--- src/rtl/step_counter.sv ---
// Purpose : up/down counter with a per-cycle step, synchronous load, and wrap or clamp on overflow.
// Latency : count/cout register the inputs sampled at each rising edge; zero/at_max decode count combinationally.
// Backpress: none; there is no handshake, so every enabled cycle applies exactly one step.
//
// Ports:
//   clk      - single clock, all state changes on its rising edge
//   rst      - asynchronous active-high reset (count=0, cout=0)
//   en       - count enable, one step per enabled cycle
//   up       - 1 adds step, 0 subtracts step
//   step     - unsigned step magnitude (WIDTH bits)
//   load     - synchronous load request, wins over en
//   load_val - value written on load
//   count    - registered counter value
//   cout     - registered one-cycle overflow/underflow (or clamp) pulse
//   zero     - high while count == 0
//   at_max   - high while count == 2^WIDTH-1
module step_counter #(
  parameter int WIDTH    = 4,
  parameter int SATURATE = 0
) (
  input  logic             clk,
  input  logic             rst,
  input  logic             en,
  input  logic             up,
  input  logic [WIDTH-1:0] step,
  input  logic             load,
  input  logic [WIDTH-1:0] load_val,
  output logic [WIDTH-1:0] count,
  output logic             cout,
  output logic             zero,
  output logic             at_max
);

  localparam logic [WIDTH-1:0] MAX_VAL = '1;

  // One extra bit on top of the count: after an add it holds the carry,
  // after a subtract it holds the borrow (the difference went negative).
  logic [WIDTH:0]   sum;
  logic             carry;
  logic [WIDTH-1:0] step_val;
  logic [WIDTH-1:0] next_count;
  logic             next_cout;

  always_comb begin
    sum = '0;
    if (up) begin
      sum = {1'b0, count} + {1'b0, step};
    end else begin
      sum = {1'b0, count} - {1'b0, step};
    end
  end

  assign carry = sum[WIDTH];

  // Result of one enabled step. In clamp mode an out-of-range result pins
  // to the limit in the direction of travel; a step of 0 never carries, so
  // it falls through to the unchanged low bits with no pulse.
  always_comb begin
    step_val = sum[WIDTH-1:0];
    if (SATURATE != 0 && carry) begin
      step_val = up ? MAX_VAL : '0;
    end
  end

  // Priority: load over en over hold. cout is recomputed every edge so it
  // can never stay high without a fresh overflow.
  always_comb begin
    next_count = count;
    next_cout  = 1'b0;
    if (load) begin
      next_count = load_val;
      next_cout  = 1'b0;
    end else if (en) begin
      next_count = step_val;
      next_cout  = carry;
    end
  end

  always_ff @(posedge clk or posedge rst) begin
    if (rst) begin
      count <= '0;
      cout  <= 1'b0;
    end else begin
      count <= next_count;
      cout  <= next_cout;
    end
  end

  assign zero   = (count == '0);
  assign at_max = (count == MAX_VAL);

endmodule

--- config.mk ---
export PLATFORM = sky130hd
export DESIGN_NAME = step_counter
export DESIGN_NICKNAME = d
export VERILOG_FILES = /design/src/rtl/step_counter.sv
export SDC_FILE = /design/constraint.sdc
export NUM_CORES = 1
export LEC_CHECK = 0
export BUFFER_PORTS_ARGS = -buffer_cell sky130_fd_sc_hd__buf_4
export CAP_MARGIN = 20
export CORE_AREA = 2 2 39 41
export CTS_CLUSTER_SIZE = 20
export DETAILED_ROUTE_END_ITERATION = 16
export DIE_AREA = 0 0 41 43
export PLACE_DENSITY = 0.61
export SLEW_MARGIN = 10
export SYNTH_ARGS = -nofsm -noshare
export SYNTH_HDL_FRONTEND = slang
export SYNTH_SLANG_ARGS = --single-unit
--- constraint.sdc ---
create_clock -name clk -period 2.1 [get_ports clk]
set_input_delay 0 -clock clk [delete_from_list [all_inputs] [get_ports clk]]
set_output_delay 0 -clock clk [all_outputs]
set_load 0.02 [all_outputs]
==> flow_metrics.tcl, run 1 <==
set metrics [dict create \
    dieArea_um2 1760 \
    worstPathArrival_ns 1.90 \
    final_nets 98 \
    setup_tns_ns 0 \
    insertion_delay_ns 0.25 \
    grt_pass1_vias 486 \
    synth_area_leaders "dfrtp_1 (27%), ha_1 (14%), inv_1 (4.9%)" \
    dp_cells 86 \
    post-cts-setup-buffers 0 \
    drcViolationCount 0 \
    synth_top_family_by_area "simple AND/OR/NAND/NOR gates" \
    io_buffers 19 \
    outcome "finished clean" \
    cts_resized 0 \
    ant_nets 0 \
    drive_above_1_share_pct 32.1 \
    critPathKind "flop to flop" \
    syn_avg_cell_area_um2 8.66 \
    synth_area_um2 459 \
    cts_max_path_buffers 2 \
    synth_top_area_share_pct 27.2 \
    core_um2 1380 \
    cts_max_level 1 \
    synth-seq-cells 5 \
    setup_violations 0 \
    fp.dieH_um 43 \
    required_ns 2.24 \
    grt_pass1_wl_mm 1.95 \
    cap_violations 0 \
    vias 460 \
    finalCritPeriodShare_pct 83.6 \
    ctsHoldBuffers 4 \
    synth_area_leader_cell "dfrtp_1" \
    synth_compound_area_share_pct 9.81 \
    syn_inst 53 \
    drt_wl_total_mm 1.22 \
    muxShareOfSynthArea_pct 9.26 \
    clock-sinks 5 \
    post_dp_cell_area_um2 613 \
    vdd_ir_drop_max_v 0.000608 \
    firstDrtPassIters 4 \
    period_needed_ns 1.76 \
    yosysSeqAreaShare_pct 27.2 \
    root_buffer "clkbuf_4" \
    synth_ff_type "dfrtp_1" \
    fmax_mhz 569 \
    critical_path_peak_fanout 5 \
    maxSlewViolCount 0 \
    hold_viol_final 0 \
    antenna_found_initial 0 \
    gp_congestion 0.734 \
    grt_max_degree 12 \
    io_pins 20 \
    fp.dieW_um 41 \
    ys_types 26 \
    fin_skew_ns 0.00896 \
    initial_core_util_pct 33.2 \
    rows 14 \
    path_clk_slew_ns 0.05 \
    wl_per_cell_um 12.9 \
    synth_xor_area_share_pct 5.72 \
    synth.yosys.warnings 0 \
    synth_enable_flop_cells 0 \
    cts_made_buffers 3 \
    synth-adder-area-share_pct 18.0 \
    syn_to_final_growth_pct 48.0 \
    initialDrtViolationCount 8 \
    layout.cells.non_filler 94 \
    place_hpwl_um 911 \
    worstMarginPinSlew_ns 0.249 \
    critPathLaunchType "flop" \
    num_antenna_cells 0 \
    grt.total_usage_pct 16.5 \
    synth-simple-area-share_pct 23.2 \
    fin_area_um2 679 \
    rsz0062_at_grt "no" \
    final_cell_mix "buf_4 (19), inv_1 (6), ha_1 (5), dfrtp_1 (5)" \
    grt_overflow 0 \
    relSlewSlack_pct 83.1 \
    via_per_inst 4.89 \
    n_fill_cell 130 \
    synthesis.nets 72 \
    power_uw 453 \
    hold_class "input port to flop" \
    worst_setup_path_end_kind "flop" \
    leakagePower_nw 0.340 \
    async_reset_ff_share_pct 100 \
    final_common_cell "buf_4" \
    powerDensity_nw_per_um2 667 \
    cts_tree "built" \
]
## critical path, cell delays in order, from the launching register on
cell,delay (ns)
dfrtp_1,0.40
ha_1,0.20
inv_1,0.06
fa_1,0.40
nor2b_1,0.13
o21a_1,0.13
nor3_1,0.05
nor4bb_1,0.27
## cell usage after synthesis (2+ instances only)
cell     instances
inv_1            6
dfrtp_1          5
ha_1             5
nand2_1          4
nor2_1           3
a21oi_1          2
mux2_2           2
mux2i_1          2
nand3_1          2
nor3_1           2
nor3b_1          2
o21ai_0          2
o21ai_1          2
xor2_1           2
## registers in the layout (all words and copies together) (netlist names)
name and flops:
cout 1, count 4
## final timing paths
| kind | from | end | slack (ns) | cells past startpoint |
|---|---|---|---|---|
| setup / recovery | count[0]$_DFFE_PP0P_ | cout$_DFF_PP0_ | 0.34 | 7 |
| hold / removal | load_val[0] | count[0]$_DFFE_PP0P_ | 0.0002 | 3 |
| setup reg to reg | count[0]$_DFFE_PP0P_ | cout$_DFF_PP0_ | 0.34 | 7 |
| hold reg to reg | count[0]$_DFFE_PP0P_ | count[0]$_DFFE_PP0P_ | 0.68 | 2 |
| max in group asynchronous | rst | count[3]$_DFFE_PP0P_ | 1.67 | 3 |
| min in group asynchronous | rst | count[0]$_DFFE_PP0P_ | 0.25 | 3 |
## metrics by stage
step	hold slack (ns)	utilization, %	setup WS, ns
after CTS	0.000178	49.1	0.403
after global routing	0.00349	49.1	0.246
after floorplan	-0.221	-	0.384
final	0.000231	49.1	0.343
after detailed placement	-0.0849	44.3	0.402
after global placement	-0.0842	44.3	0.445
## report_power, final
part / internal [mW] / leakage (nW) / switching (mW)
Clock: 0.0721 / 0.0150 / 0.0431
Sequential: 0.111 / 0.0617 / 0.0193
Combinational: 0.102 / 0.263 / 0.105
## per-layer routing
metal	track usage, %	part of all wire (%)	vias to the layer above
met3	5.24	6.3	2
met1	18.3	43	209
met4	4.67	1.9	0
met5	0	0	-
met2	28.4	49	18
li1	-	-	231
## layout make-up
| type | count | area, um2 | area share, % |
|---|---|---|---|
| inverters | 6 | 22.5 | 3.31 |
| clock buffers | 4 | 26.3 | 3.87 |
| well taps | 16 | 20.0 | 2.95 |
| flip-flops and latches | 5 | 125 | 18.4 |
| repair buffers | 23 | 183 | 26.9 |
| multi-input cells | 40 | 303 | 44.6 |
## logic make-up after synthesis
logic type | count (synthesis)
flops | 5
compound gates | 8
simple gates | 19
xor+xnor | 3
fa+ha+maj | 6
mux | 4
buf+inv | 8
(Power assumes the default switching activity.)
==> inputs of run 2 (changes only) <==
PLACE_DENSITY = 0.64   (was 0.61)
clock period = 1.43 ns   (was 2.1 ns; I/O delays follow)
==> run 2 against run 1 <==
  * The run now ends with negative setup slack left
  * Largest power group unchanged
  * Worst setup slack got worse by 0.46 ns
  * Register-to-register slack got worse by 0.46 ns
  * Combinational power increased by 88%
  * Routed wire length increased by 3.0%
  * Sequential share of layout area decreased by 2.3 points
  * Sequential cell count unchanged
==> flow_metrics.tcl, run 2 (same netlist as run 1, synthesis figures left out) <==
set metrics [dict create \
    dp_cells 96 \
    syn_to_final_growth_pct 71.9 \
    cts_tree "built" \
    worstPathArrival_ns 1.69 \
    grt_pass1_vias 515 \
    critical_path_peak_fanout 2 \
    final_nets 109 \
    vias 488 \
    cts_max_level 1 \
    n_fill_cell 126 \
    outcome "complete, but fails checks" \
    post-cts-setup-buffers 0 \
    cts_made_buffers 3 \
    drcViolationCount 0 \
    post-place-ws_ns -0.239 \
    leakagePower_nw 0.395 \
    ant_nets 0 \
    top_regs "count x4, cout x1" \
    power_uw 743 \
    period_needed_ns 1.54 \
    root_buffer "clkbuf_4" \
    drt_wl_total_mm 1.25 \
    hold_class "input port to flop" \
    rsz0062_at_grt "yes" \
    final_cell_mix "buf_4 (29), inv_1 (5), dlygate4sd3_1 (5)" \
    r2r_start "count[0]$_DFFE_PP0P_" \
    worstMarginPinSlew_ns 0.225 \
    drive_above_1_share_pct 46.1 \
    layout.cells.non_filler 105 \
    relSlewSlack_pct 84.8 \
    cpPeakStageDelay_ns 0.38 \
    crit_chain "ha_4, inv_2, fa_2, nor2b_1, o21a_1, nor3_1, nor4bb_1" \
    place_hpwl_mm 1.03 \
    grt.total_usage_pct 18.0 \
    regMostFlops "count" \
    cpMaxStageDelayCell "dfrtp_2" \
    critPathLaunchType "flop" \
    maxSlewViolCount 0 \
    gp_congestion 0.787 \
    rows 14 \
    worst_setup_path_end_kind "flop" \
    grt_overflow 0 \
    grt_pass1_wl_mm 2.06 \
    path_clk_slew_ns 0.05 \
    startpoint "count[0]$_DFFE_PP0P_" \
    initialDrtViolationCount 2 \
    largest_register_ffs 4 \
    finalCritPeriodShare_pct 108 \
    dieArea_um2 1760 \
    clock-sinks 5 \
    via_per_inst 4.65 \
    setup_slack_ns -0.115 \
    violations "negative setup slack" \
    hold_viol_final 0 \
    wl_per_cell_um 11.9 \
    required_ns 1.58 \
    cts_max_path_buffers 2 \
    fin_skew_ns 0.00252 \
    antenna_found_initial 0 \
    io_pins 20 \
    fmax_mhz 647 \
    vdd_ir_drop_max_v 0.000477 \
    powerDensity_nw_per_um2 941 \
    firstDrtPassIters 2 \
    hp-start "load_val[3]" \
    num_antenna_cells 0 \
    insertion_delay_ns 0.25 \
    grt_max_degree 12 \
    final_common_cell "buf_4" \
    fp.dieW_um 41 \
    cap_violations 0 \
    io_buffers 19 \
    critPathKind "flop to flop" \
    initial_core_util_pct 33.2 \
    fp.dieH_um 43 \
    core_um2 1380 \
    setup_violations 3 \
]
==> run 2: final timing paths <==
path,cells after the start,slack [ns],end
setup / recovery,7,-0.11,cout$_DFF_PP0_
hold / removal,3,0.02,count[3]$_DFFE_PP0P_
setup reg to reg,7,-0.11,cout$_DFF_PP0_
hold reg to reg,3,0.70,count[2]$_DFFE_PP0P_
max in group asynchronous,3,0.99,count[0]$_DFFE_PP0P_
min in group asynchronous,3,0.23,count[3]$_DFFE_PP0P_
==> run 2: what timing repair did <==
| item | CTS | global route |
|---|---|---|
| endpoints found under the hold margin | 9 | 0 |
| gates resized for setup | 2 | 0 |
| hold buffers | 5 | 0 |
| endpoints found under the setup margin | 3 | 4 |
| pin swaps | 0 | 2 |
==> run 2: power breakdown <==
part,leakage [nW],switching [mW],internal [mW]
Clock,0.0150,0.0694,0.106
Sequential,0.0595,0.0136,0.165
Combinational,0.321,0.179,0.211
==> run 2: worst max-delay path: cells and delay by family (launching register included) <==
kind / cells / cell delay, ns
compound gates: 1 / 0.14
flops: 1 / 0.38
fa+ha+maj: 2 / 0.47
buf+inv: 1 / 0.03
simple gates: 3 / 0.42
==> run 2: final cells by class <==
cell class / count / area, um2 / area share (%)
Multi-Input combinational cell: 40 / 325 / 41.2
Timing Repair Buffer: 34 / 268 / 33.9
Sequential cell: 5 / 128 / 16.2
Clock buffer: 4 / 26.3 / 3.33
Inverter: 6 / 22.5 / 2.85
Tap cell: 16 / 20.0 / 2.54
==> run 2: per-stage QoR <==
stage          hold slack (ns)  TNS (ns)  util, %  area (um2)
2_1_floorplan           -0.222    -0.217        -         480
3_3_place_gp           -0.0775    -0.534     51.3         709
3_5_place_dp           -0.0627    -0.727     51.3         709
4_1_cts                 0.0215    -0.215     57.1         790
5_1_grt                 0.0501    -0.505     57.1         790
6_report                0.0167    -0.195     57.1         790
==> run 2: per-layer routing <==
metal  vias to the layer above  GRT usage (%)  part of all wire (%)
met5                         -              0                     0
met4                         0           8.00                   1.3
met3                         2           3.14                   3.4
met2                         9           33.4                    55
met1                       222           17.5                    40
li1                        255              -                     -
